$ cat src/rtl/directory_coherence_sequencer.sv
// ---------------------------------------------------------------------------
// directory_coherence_sequencer
//
// Purpose:
//   Single client of the bookkeeping directory. Round-robin arbitrates MSI
//   upgrade requests from four L1 slots (slot = {core_id, cache_type}:
//   0=imem0, 1=dmem0, 2=imem1, 3=dmem1) and runs one directory transaction
//   per request: read the entry, downgrade conflicting peers one at a time
//   (command, wait for write-back ack, update the peer row), write the
//   requester row, then respond to the requester.
//
// Ports:
//   CLK, RST_N        clock, synchronous active-low reset
//   req_*             per-slot upgrade requests (valid/ready, idx, tag, state)
//   resp_*            one-hot completion handshake to the requester
//   dg_*              one-hot downgrade command to a peer plus target line/state
//   dg_ack_*          one-hot downgrade-finished handshake from the peer
//   dir_put_*         directory request {idx, write_valid, row, core_id, cache_type}
//   dir_get_*         directory read response (80-bit entry, slot k at
//                     [(3-k)*ROW_SIZE +: ROW_SIZE]); row = {msi[1:0], tag}
// ---------------------------------------------------------------------------
module directory_coherence_sequencer #(
   parameter int INDEX_WIDTH = 12,
   parameter int TAG_WIDTH   = 18
) (
   input  logic                                    CLK,
   input  logic                                    RST_N,
   input  logic [3:0]                              req_valid,
   output logic [3:0]                              req_ready,
   input  logic [4*INDEX_WIDTH-1:0]                req_idx,
   input  logic [4*TAG_WIDTH-1:0]                  req_tag,
   input  logic [7:0]                              req_state,
   output logic [3:0]                              resp_valid,
   input  logic [3:0]                              resp_ready,
   output logic [3:0]                              dg_valid,
   input  logic [3:0]                              dg_ready,
   output logic [INDEX_WIDTH-1:0]                  dg_idx,
   output logic [TAG_WIDTH-1:0]                    dg_tag,
   output logic [1:0]                              dg_state,
   input  logic [3:0]                              dg_ack_valid,
   output logic [3:0]                              dg_ack_ready,
   output logic                                    dir_put_valid,
   input  logic                                    dir_put_ready,
   output logic [INDEX_WIDTH+1+(2+TAG_WIDTH)+2-1:0] dir_put_request,
   output logic                                    dir_get_valid,
   input  logic                                    dir_get_ready,
   input  logic [4*(2+TAG_WIDTH)-1:0]              dir_get_response
);

   localparam int ROW_SIZE = 2 + TAG_WIDTH;

   localparam logic [1:0] MSI_I = 2'd0;
   localparam logic [1:0] MSI_S = 2'd1;
   localparam logic [1:0] MSI_M = 2'd2;

   typedef enum logic [3:0] {
      ST_IDLE,
      ST_RD_REQ,
      ST_RD_WAIT,
      ST_SCAN,
      ST_DG_CMD,
      ST_DG_ACK,
      ST_DG_WR,
      ST_REQ_WR,
      ST_RESP
   } state_t;

   state_t                   state_q, state_d;
   logic [1:0]               rr_q, rr_d;
   logic [1:0]               slot_q, slot_d;
   logic [INDEX_WIDTH-1:0]   idx_q, idx_d;
   logic [TAG_WIDTH-1:0]     tag_q, tag_d;
   logic [1:0]               rstate_q, rstate_d;
   logic [4*ROW_SIZE-1:0]    entry_q, entry_d;
   logic [3:0]               mask_q, mask_d;
   logic [7:0]               target_q, target_d;

   logic [1:0]               grant;
   logic                     grant_found;
   logic [3:0]               scan_mask;
   logic [7:0]               scan_target;
   logic [ROW_SIZE-1:0]      peer_row;
   logic [1:0]               peer_msi;
   logic [TAG_WIDTH-1:0]     peer_tag;
   logic [1:0]               cur;
   logic [1:0]               cur_target;
   logic                     put_wv;
   logic [ROW_SIZE-1:0]      put_row;
   logic [1:0]               put_ids;

   // Round-robin pick: first valid slot at or after the rotating pointer.
   always_comb begin
      logic [1:0] s;
      grant       = 2'd0;
      grant_found = 1'b0;
      s           = 2'd0;
      for (int i = 0; i < 4; i++) begin
         s = rr_q + 2'(i);
         if (!grant_found && req_valid[s]) begin
            grant       = s;
            grant_found = 1'b1;
         end
      end
   end

   // Conflict scan over the latched entry. A peer only conflicts when it
   // holds the same tag in a readable state; illegal MSI code 3 counts as I.
   always_comb begin
      scan_mask   = 4'd0;
      scan_target = 8'd0;
      peer_row    = '0;
      peer_msi    = MSI_I;
      peer_tag    = '0;
      for (int p = 0; p < 4; p++) begin
         peer_row = entry_q[(3-p)*ROW_SIZE +: ROW_SIZE];
         peer_msi = peer_row[ROW_SIZE-1 -: 2];
         peer_tag = peer_row[TAG_WIDTH-1:0];
         if (2'(p) != slot_q && peer_tag == tag_q &&
             (peer_msi == MSI_S || peer_msi == MSI_M)) begin
            if (rstate_q == MSI_M) begin
               scan_mask[p]          = 1'b1;
               scan_target[2*p +: 2] = MSI_I;
            end else if (peer_msi == MSI_M) begin
               scan_mask[p]          = 1'b1;
               scan_target[2*p +: 2] = MSI_S;
            end
         end
      end
   end

   // The peer being downgraded is the lowest pending bit; the bit is only
   // cleared once its row write is accepted, so it stays stable across
   // DG_CMD, DG_ACK and DG_WR.
   always_comb begin
      cur = 2'd0;
      for (int p = 3; p >= 0; p--) begin
         if (mask_q[p]) begin
            cur = 2'(p);
         end
      end
      cur_target = target_q[{cur, 1'b0} +: 2];
   end

   // Next-state and output decode. dir_get_valid depends on state only,
   // because the directory derives its put_ready from get_valid.
   always_comb begin
      state_d       = state_q;
      rr_d          = rr_q;
      slot_d        = slot_q;
      idx_d         = idx_q;
      tag_d         = tag_q;
      rstate_d      = rstate_q;
      entry_d       = entry_q;
      mask_d        = mask_q;
      target_d      = target_q;
      req_ready     = 4'd0;
      resp_valid    = 4'd0;
      dg_valid      = 4'd0;
      dg_idx        = '0;
      dg_tag        = '0;
      dg_state      = 2'd0;
      dg_ack_ready  = 4'd0;
      dir_put_valid = 1'b0;
      dir_get_valid = 1'b0;
      put_wv        = 1'b0;
      put_row       = '0;
      put_ids       = slot_q;

      case (state_q)
         ST_IDLE: begin
            if (grant_found) begin
               req_ready = 4'b0001 << grant;
               slot_d    = grant;
               rr_d      = grant + 2'd1;
               for (int k = 0; k < 4; k++) begin
                  if (grant == 2'(k)) begin
                     idx_d    = req_idx[k*INDEX_WIDTH +: INDEX_WIDTH];
                     tag_d    = req_tag[k*TAG_WIDTH +: TAG_WIDTH];
                     rstate_d = req_state[2*k +: 2];
                  end
               end
               state_d = ST_RD_REQ;
            end
         end
         ST_RD_REQ: begin
            dir_put_valid = 1'b1;
            if (dir_put_ready) begin
               state_d = ST_RD_WAIT;
            end
         end
         ST_RD_WAIT: begin
            dir_get_valid = 1'b1;
            if (dir_get_ready) begin
               entry_d = dir_get_response;
               state_d = ST_SCAN;
            end
         end
         ST_SCAN: begin
            mask_d   = scan_mask;
            target_d = scan_target;
            state_d  = (scan_mask != 4'd0) ? ST_DG_CMD : ST_REQ_WR;
         end
         ST_DG_CMD: begin
            dg_valid = 4'b0001 << cur;
            dg_idx   = idx_q;
            dg_tag   = tag_q;
            dg_state = cur_target;
            if (dg_ready[cur]) begin
               state_d = ST_DG_ACK;
            end
         end
         ST_DG_ACK: begin
            dg_ack_ready = 4'b0001 << cur;
            if (dg_ack_valid[cur]) begin
               state_d = ST_DG_WR;
            end
         end
         ST_DG_WR: begin
            dir_put_valid = 1'b1;
            put_wv        = 1'b1;
            put_row       = {cur_target, tag_q};
            put_ids       = cur;
            if (dir_put_ready) begin
               mask_d  = mask_q & ~(4'b0001 << cur);
               state_d = (mask_d != 4'd0) ? ST_DG_CMD : ST_REQ_WR;
            end
         end
         ST_REQ_WR: begin
            dir_put_valid = 1'b1;
            put_wv        = 1'b1;
            put_row       = {rstate_q, tag_q};
            if (dir_put_ready) begin
               state_d = ST_RESP;
            end
         end
         ST_RESP: begin
            resp_valid = 4'b0001 << slot_q;
            if (resp_ready[slot_q]) begin
               state_d = ST_IDLE;
            end
         end
         default: begin
            state_d = ST_IDLE;
         end
      endcase

      dir_put_request = {idx_q, put_wv, put_row, put_ids};
   end

   // State register. Reset abandons any in-flight transaction without
   // touching the directory.
   always_ff @(posedge CLK) begin
      if (!RST_N) begin
         state_q  <= ST_IDLE;
         rr_q     <= 2'd0;
         slot_q   <= 2'd0;
         idx_q    <= '0;
         tag_q    <= '0;
         rstate_q <= 2'd0;
         entry_q  <= '0;
         mask_q   <= 4'd0;
         target_q <= 8'd0;
      end else begin
         state_q  <= state_d;
         rr_q     <= rr_d;
         slot_q   <= slot_d;
         idx_q    <= idx_d;
         tag_q    <= tag_d;
         rstate_q <= rstate_d;
         entry_q  <= entry_d;
         mask_q   <= mask_d;
         target_q <= target_d;
      end
   end

endmodule
$ cat config.mk
export PLATFORM = sky130hd
export DESIGN_NAME = directory_coherence_sequencer
export DESIGN_NICKNAME = d
export VERILOG_FILES = /design/src/rtl/directory_coherence_sequencer.sv
export SDC_FILE = /design/constraint.sdc
export NUM_CORES = 1
export LEC_CHECK = 0
export CORE_ASPECT_RATIO = 0.5
export CORE_MARGIN = 2
export CORE_UTILIZATION = 39
export CTS_CLUSTER_DIAMETER = 50
export CTS_CLUSTER_SIZE = 16
export DETAILED_ROUTE_END_ITERATION = 16
export PLACE_DENSITY = 0.77
export SYNTH_ARGS = -nofsm -noshare
export SYNTH_HDL_FRONTEND = slang
export SYNTH_SLANG_ARGS = --single-unit
$ cat constraint.sdc
create_clock -name CLK -period 2.65 [get_ports CLK]
set_clock_uncertainty 0.15 [all_clocks]
set_input_delay 0.53 -clock CLK [delete_from_list [all_inputs] [get_ports CLK]]
set_output_delay 0.53 -clock CLK [all_outputs]
set_load 0.03 [all_outputs]
==> results of run 1 <==
## per-layer routing
| metal | GRT usage | vias to the layer above | part of all wire |
|---|---|---|---|
| met1 | 0.332 | 3904 | 0.41 |
| met4 | 0.108 | 2 | 0.029 |
| li1 | - | 4017 | - |
| met3 | 0.0589 | 55 | 0.070 |
| met5 | 0 | - | 0.00063 |
| met2 | 0.487 | 269 | 0.49 |
## flip-flops by register name (all words and copies together), names as in the netlist
signal and cells:
tag_q 18, state_q 4, mask_q 4, idx_q 12, entry_q 80, rr_q 2
target_q 4, slot_q 2, rstate_q 2
## cells in the mapped netlist, types with 2 or more instances
cell type | count | area, um^2
nand3_1 | 9 | 45.0
clkbuf_1 | 70 | 263
nor3_1 | 11 | 55.1
xnor2_1 | 24 | 210
mux2i_1 | 36 | 360
and3_1 | 22 | 138
buf_2 | 17 | 85.1
o211ai_1 | 33 | 248
nor2b_1 | 2 | 12.5
o221a_1 | 2 | 22.5
xor2_1 | 48 | 420
nor4_1 | 12 | 75.1
o21a_1 | 2 | 15.0
inv_1 | 15 | 56.3
a31oi_1 | 2 | 12.5
dfxtp_1 | 128 | 2560
nand2b_1 | 5 | 31.3
nand3b_1 | 5 | 37.5
o21ai_0 | 40 | 200
or2_2 | 2 | 12.5
buf_4 | 2 | 15.0
nand2_1 | 210 | 788
ha_1 | 8 | 100
nand4_1 | 9 | 56.3
a211oi_1 | 4 | 30.0
nor2_1 | 103 | 387
a21oi_1 | 132 | 661
and2_1 | 36 | 225
buf_1 | 2 | 7.51
## cell families (layout without fill, tap and decap cells)
family / Yosys count / count (layout) / synth area share
DFF: 128 / 128 / 0.346
other: 1 / 1 / 0.000507
adders and majority gates: 8 / 8 / 0.0135
buffers and inverters: 108 / 418 / 0.0597
and+or+nand+nor: 434 / 434 / 0.263
xor gates and xnor gates: 72 / 72 / 0.0852
muxes: 38 / 38 / 0.0538
AOI/OAI and AO/OA: 228 / 228 / 0.178
## worst paths after layout
path | from | cells past startpoint | end
hold reg to reg | entry_q[78] | 2 | entry_q[78]
setup reg to reg | rr_q[1] | 14 | tag_q[13]
setup / recovery | rr_q[1] | 9 | req_ready[2]
hold / removal | entry_q[78] | 2 | entry_q[78]
## area by class of cell
| class | count | area share |
|---|---|---|
| Clock inverter | 14 | 0.0117 |
| Multi-Input combinational cell | 781 | 0.391 |
| Timing Repair Buffer | 371 | 0.304 |
| Sequential cell | 128 | 0.223 |
| Clock buffer | 17 | 0.0368 |
| Inverter | 16 | 0.00553 |
| Tap cell | 259 | 0.0281 |
## worst min-delay path, stage by stage, from the launching register on
cell and delay [ps]:
dfxtp_1 310, nand2_1 50, a21oi_1 50
## through the flow
stage | util | cells
floorplan | - | 1017
global placement | 0.582 | 1545
detailed placement | 0.582 | 1545
CTS | 0.620 | 1583
global route | 0.625 | 1586
finish | 0.625 | 1586
## report_power, final
| group | switching [mW] | leakage, nW | internal, mW |
|---|---|---|---|
| combinational | 2.28 | 3.35 | 1.97 |
| sequential | 0.633 | 1.05 | 2.30 |
| clock | 0.941 | 0.268 | 1.30 |
| total | 3.86 | 4.67 | 5.56 |
## repair_timing
item	in CTS	in global routing
setup endpoints to repair	14	40
resized for setup	31	25
gates cloned	0	0
setup buffers	7	3
pin swaps	4	9
==> reports/metrics.yaml, run 1 <==
grt_pass1_wl_um: 42400
finalCriticalPeriod_ps: 2650
die_h_um: 101
syn_inst: 1017
grt.overflow.total: 0
grt_max_degree: 105
clock_latency_ps: 420
max_freq_mhz: 377
multi_input_area_um2: 4510
drt_pass1_iterations: 5
post-route-period-util: 1.00
final_area_um2: 11500
cts-root-buf: "clkbuf_16"
io_pins: 313
vias: 8247
r2r_slack_ps: 160
start_kind: "flip-flop"
coreArea_um2: 18500
gp_congestion: 0.892
power_mw: 9.42
drive_gt1_frac: 0.148
drc: 0
die_w_um: 199
cts_buffers: 17
finalHoldViolCount: 0
ys_warn_count: 0
cts_sinks: 128
drtIter0Drc: 497
yosysUniqueCellTypes: 55
max_cap_violations: 0
diodes: 0
rsz0062_at_grt: "true"
routed_via_density: 5.20
antenna_found_initial: 1
crit_type: "flip-flop to output port"
syn_nets: 1253
cpMaxStageDelayCell: "dfxtp_4"
start_util: 0.400
cts_hold_buf: 0
dieArea_um2: 20200
nFillCells: 1615
worstPathArrival_ps: 1970
path_cells: "buf_6, nand2b_4, a21oi_2, a311oi_2, buf_4, inv_4, ha_4, and2_4, buf_6"
violations: "setup timing"
setup_tns_ps: -1.48
syn_area_per_cell_um2: 7.28
drt-total-wl_um: 28500
cp_max_fo: 3
powerDensity_nw_per_um2: 816
tightest_slew_ps: 673
p_leak_nw: 4.67
regArea_um2: 2580
clockBufferDepth: 2
synth-main-ff-cell: "dfxtp_1"
final_cell_mix: "clkdlybuf4s50_1, nand2_1, a21oi_1"
critPathRequiredTime_ps: 1970
setup_violations: 1
cts.clk_slew.worst_paths_ps: 60
crit_buf_inv: 4
critPathTopFamily: "buffers and inverters"
grt_pass1_vias: 7931
place_ws_ps: -482
tritoncts: "built"
syn_to_final_growth_pct: 56.1
status: "finished with violations"
postPlaceCellArea_um2: 10800
setup_ws_ps: -1.48
port_buffers: 311
ys_seq_elements: 128
slew_viol_final: 0
yosysSeqAreaShare: 0.346
worstSetupEndpointType: "output port"
place_hpwl_um: 21400
fin_nets: 1551
layout_commonest_cell: "clkdlybuf4s50_1"
slew_headroom: 0.551
netlist_area_um2: 7400
crit_path_frequent_cell: "buf_6"
synth_edf_count: 0
ant_nets: 0
wire_per_inst_um: 18.0
critPathMaxStageDelay_ps: 370
h-tree-depth: 4
holdWs_ps: 305
async_flop_share: 0
ir_worst_vdd_mv: 0.507
hp-class: "flip-flop to flip-flop"
placementRows: 35
grtUsageTotal: 0.275
(Power assumes the default switching activity.)
==> run 2, diff against run 1 <==
CORE_ASPECT_RATIO = 2   (was 0.5)
==> run 2 against run 1 <==
- the flow still finishes with violations (setup timing)
- final cell count grew 1.1%
- flip-flop and latch count is the same
- count of clock-buffer cells in the layout is the same
- routed wire length grew 4.4%
- power grew 7.1%
- utilization grew 1.3 points
- hold slack gained 1.7 ps
- clock power grew 17%
- largest cell class unchanged
- largest power group unchanged
==> reports/metrics.yaml, run 2 (synthesis gave the netlist of run 1 again) <==
port_buffers: 311
worstPathArrival_ps: 2020
max_freq_mhz: 370
clockBufferDepth: 2
cts_sinks: 128
top_regs: "entry_q (80), tag_q (18), idx_q (12)"
drive_gt1_frac: 0.153
tritoncts: "built"
max_cap_violations: 0
start_kind: "flip-flop"
antenna_found_initial: 6
cts.clk_slew.worst_paths_ps: 60
p_leak_nw: 4.87
io_pins: 313
grt.overflow.total: 0
cp_max_fo: 4
critPathRequiredTime_ps: 1970
grt_max_degree: 81
drt-total-wl_um: 29800
h-tree-depth: 4
critPathMaxStageDelay_ps: 350
crit_type: "flip-flop to output port"
status: "finished with violations"
finalHoldViolCount: 0
powerDensity_nw_per_um2: 845
die_w_um: 101
ir_worst_vdd_mv: 0.490
syn_to_final_growth_pct: 61.5
clock_latency_ps: 420
dp_cells: 1562
fin_cells: 1604
routed_via_density: 5.22
rsz0062_at_grt: "true"
placementRows: 71
tightest_slew_ps: 635
dieArea_um2: 20200
vias: 8380
violations: "setup timing"
layout_commonest_cell: "clkdlybuf4s50_1"
drtIter0Drc: 438
finalCriticalPeriod_ps: 2700
grt_pass1_wl_um: 43700
power_mw: 10.1
slew_headroom: 0.577
largest_reg_flops: 80
ant_nets: 0
crit_path_frequent_cell: "buf_4"
grt_pass1_vias: 8080
max_flop_register: "entry_q"
cts_buffers: 17
die_h_um: 199
fin_nets: 1569
worstSetupEndpointType: "output port"
drt_pass1_iterations: 6
cpMaxStageDelayCell: "dfxtp_4"
slew_viol_final: 0
gp_congestion: 0.976
grtUsageTotal: 0.287
path_cells: "buf_4, buf_4, a311oi_2, buf_4, buf_6, ha_4, and2_4, buf_6"
wire_per_inst_um: 18.6
drc: 0
start_util: 0.395
coreArea_um2: 18700
setup_violations: 3
place_hpwl_um: 22500
post-route-period-util: 1.02
cts-root-buf: "clkbuf_16"
hp-class: "flip-flop to flip-flop"
holdWs_ps: 307
setup_ws_ps: -52.0
final_cell_mix: "clkdlybuf4s50_1, nand2_1, a21oi_1"
run 2: cell types whose count changed in the layout (fill, tap and decap cells not counted), moves of 5 or more:
cell and delta:
buf_12 +17, dlygate4sd2_1 -9, dfxtp_1 +6, o21ai_0 -5
o21ai_1 +5
run 2: metrics by stage:
step	setup slack [ps]	setup TNS, ps	util	area, um^2
3_5_place_dp	-674	-19380	0.594	11100
6_report	-52.0	-117	0.637	11900
4_1_cts	-59.0	-167	0.632	11900
2_1_floorplan	13.7	0	-	7410
5_1_grt	-108	-710	0.637	11900
3_3_place_gp	-640	-17330	0.594	11100
run 2: worst max-delay path, delay by kind of cell, from the launching register on:
kind                       cells  cell delay (ps)
adders and majority gates      1              160
DFF                            1              350
and+or+nand+nor                1              150
buffers and inverters          5              660
AOI/OAI and AO/OA              1              290
run 2: path summary, 6_finish.rpt:
check	startpoint	to	slack, ps	depth (start not counted)
setup / recovery	rr_q[1]	req_ready[1]	-50	8
hold / removal	entry_q[18]	entry_q[18]	310	2
setup reg to reg	rr_q[1]	tag_q[13]	50	14
hold reg to reg	entry_q[18]	entry_q[18]	310	2
run 2: where the power goes:
part / switching (mW) / internal (mW)
combinational: 2.56 / 2.16
clock: 0.932 / 1.69
sequential: 0.460 / 2.29
total: 3.95 / 6.14
run 2: timing repair:
action                     CTS  global route
gates resized for setup     25            32
buffers inserted             4             4
pin swaps                    3             4
hold buffers                 0             0
setup endpoints to repair   35            37
run 2: routing by layer:
layer  vias up  routed length, um  track usage
met4         2               1740        0.169
met2       349              15400        0.517
met5         -                 18            0
li1       4055                  -            -
met3        98               1950       0.0682
met1      3876              10600        0.293
run 2: area by class of cell:
type | instances | area, um^2
diodes | 4 | 10.0
clock buffers | 17 | 425
clock inverters | 14 | 228
fillers | 1613 | 6800
inverters | 16 | 61.3
multi-input cells | 781 | 4470
flip-flops and latches | 128 | 2570
well taps | 255 | 319
repair buffers | 389 | 3870
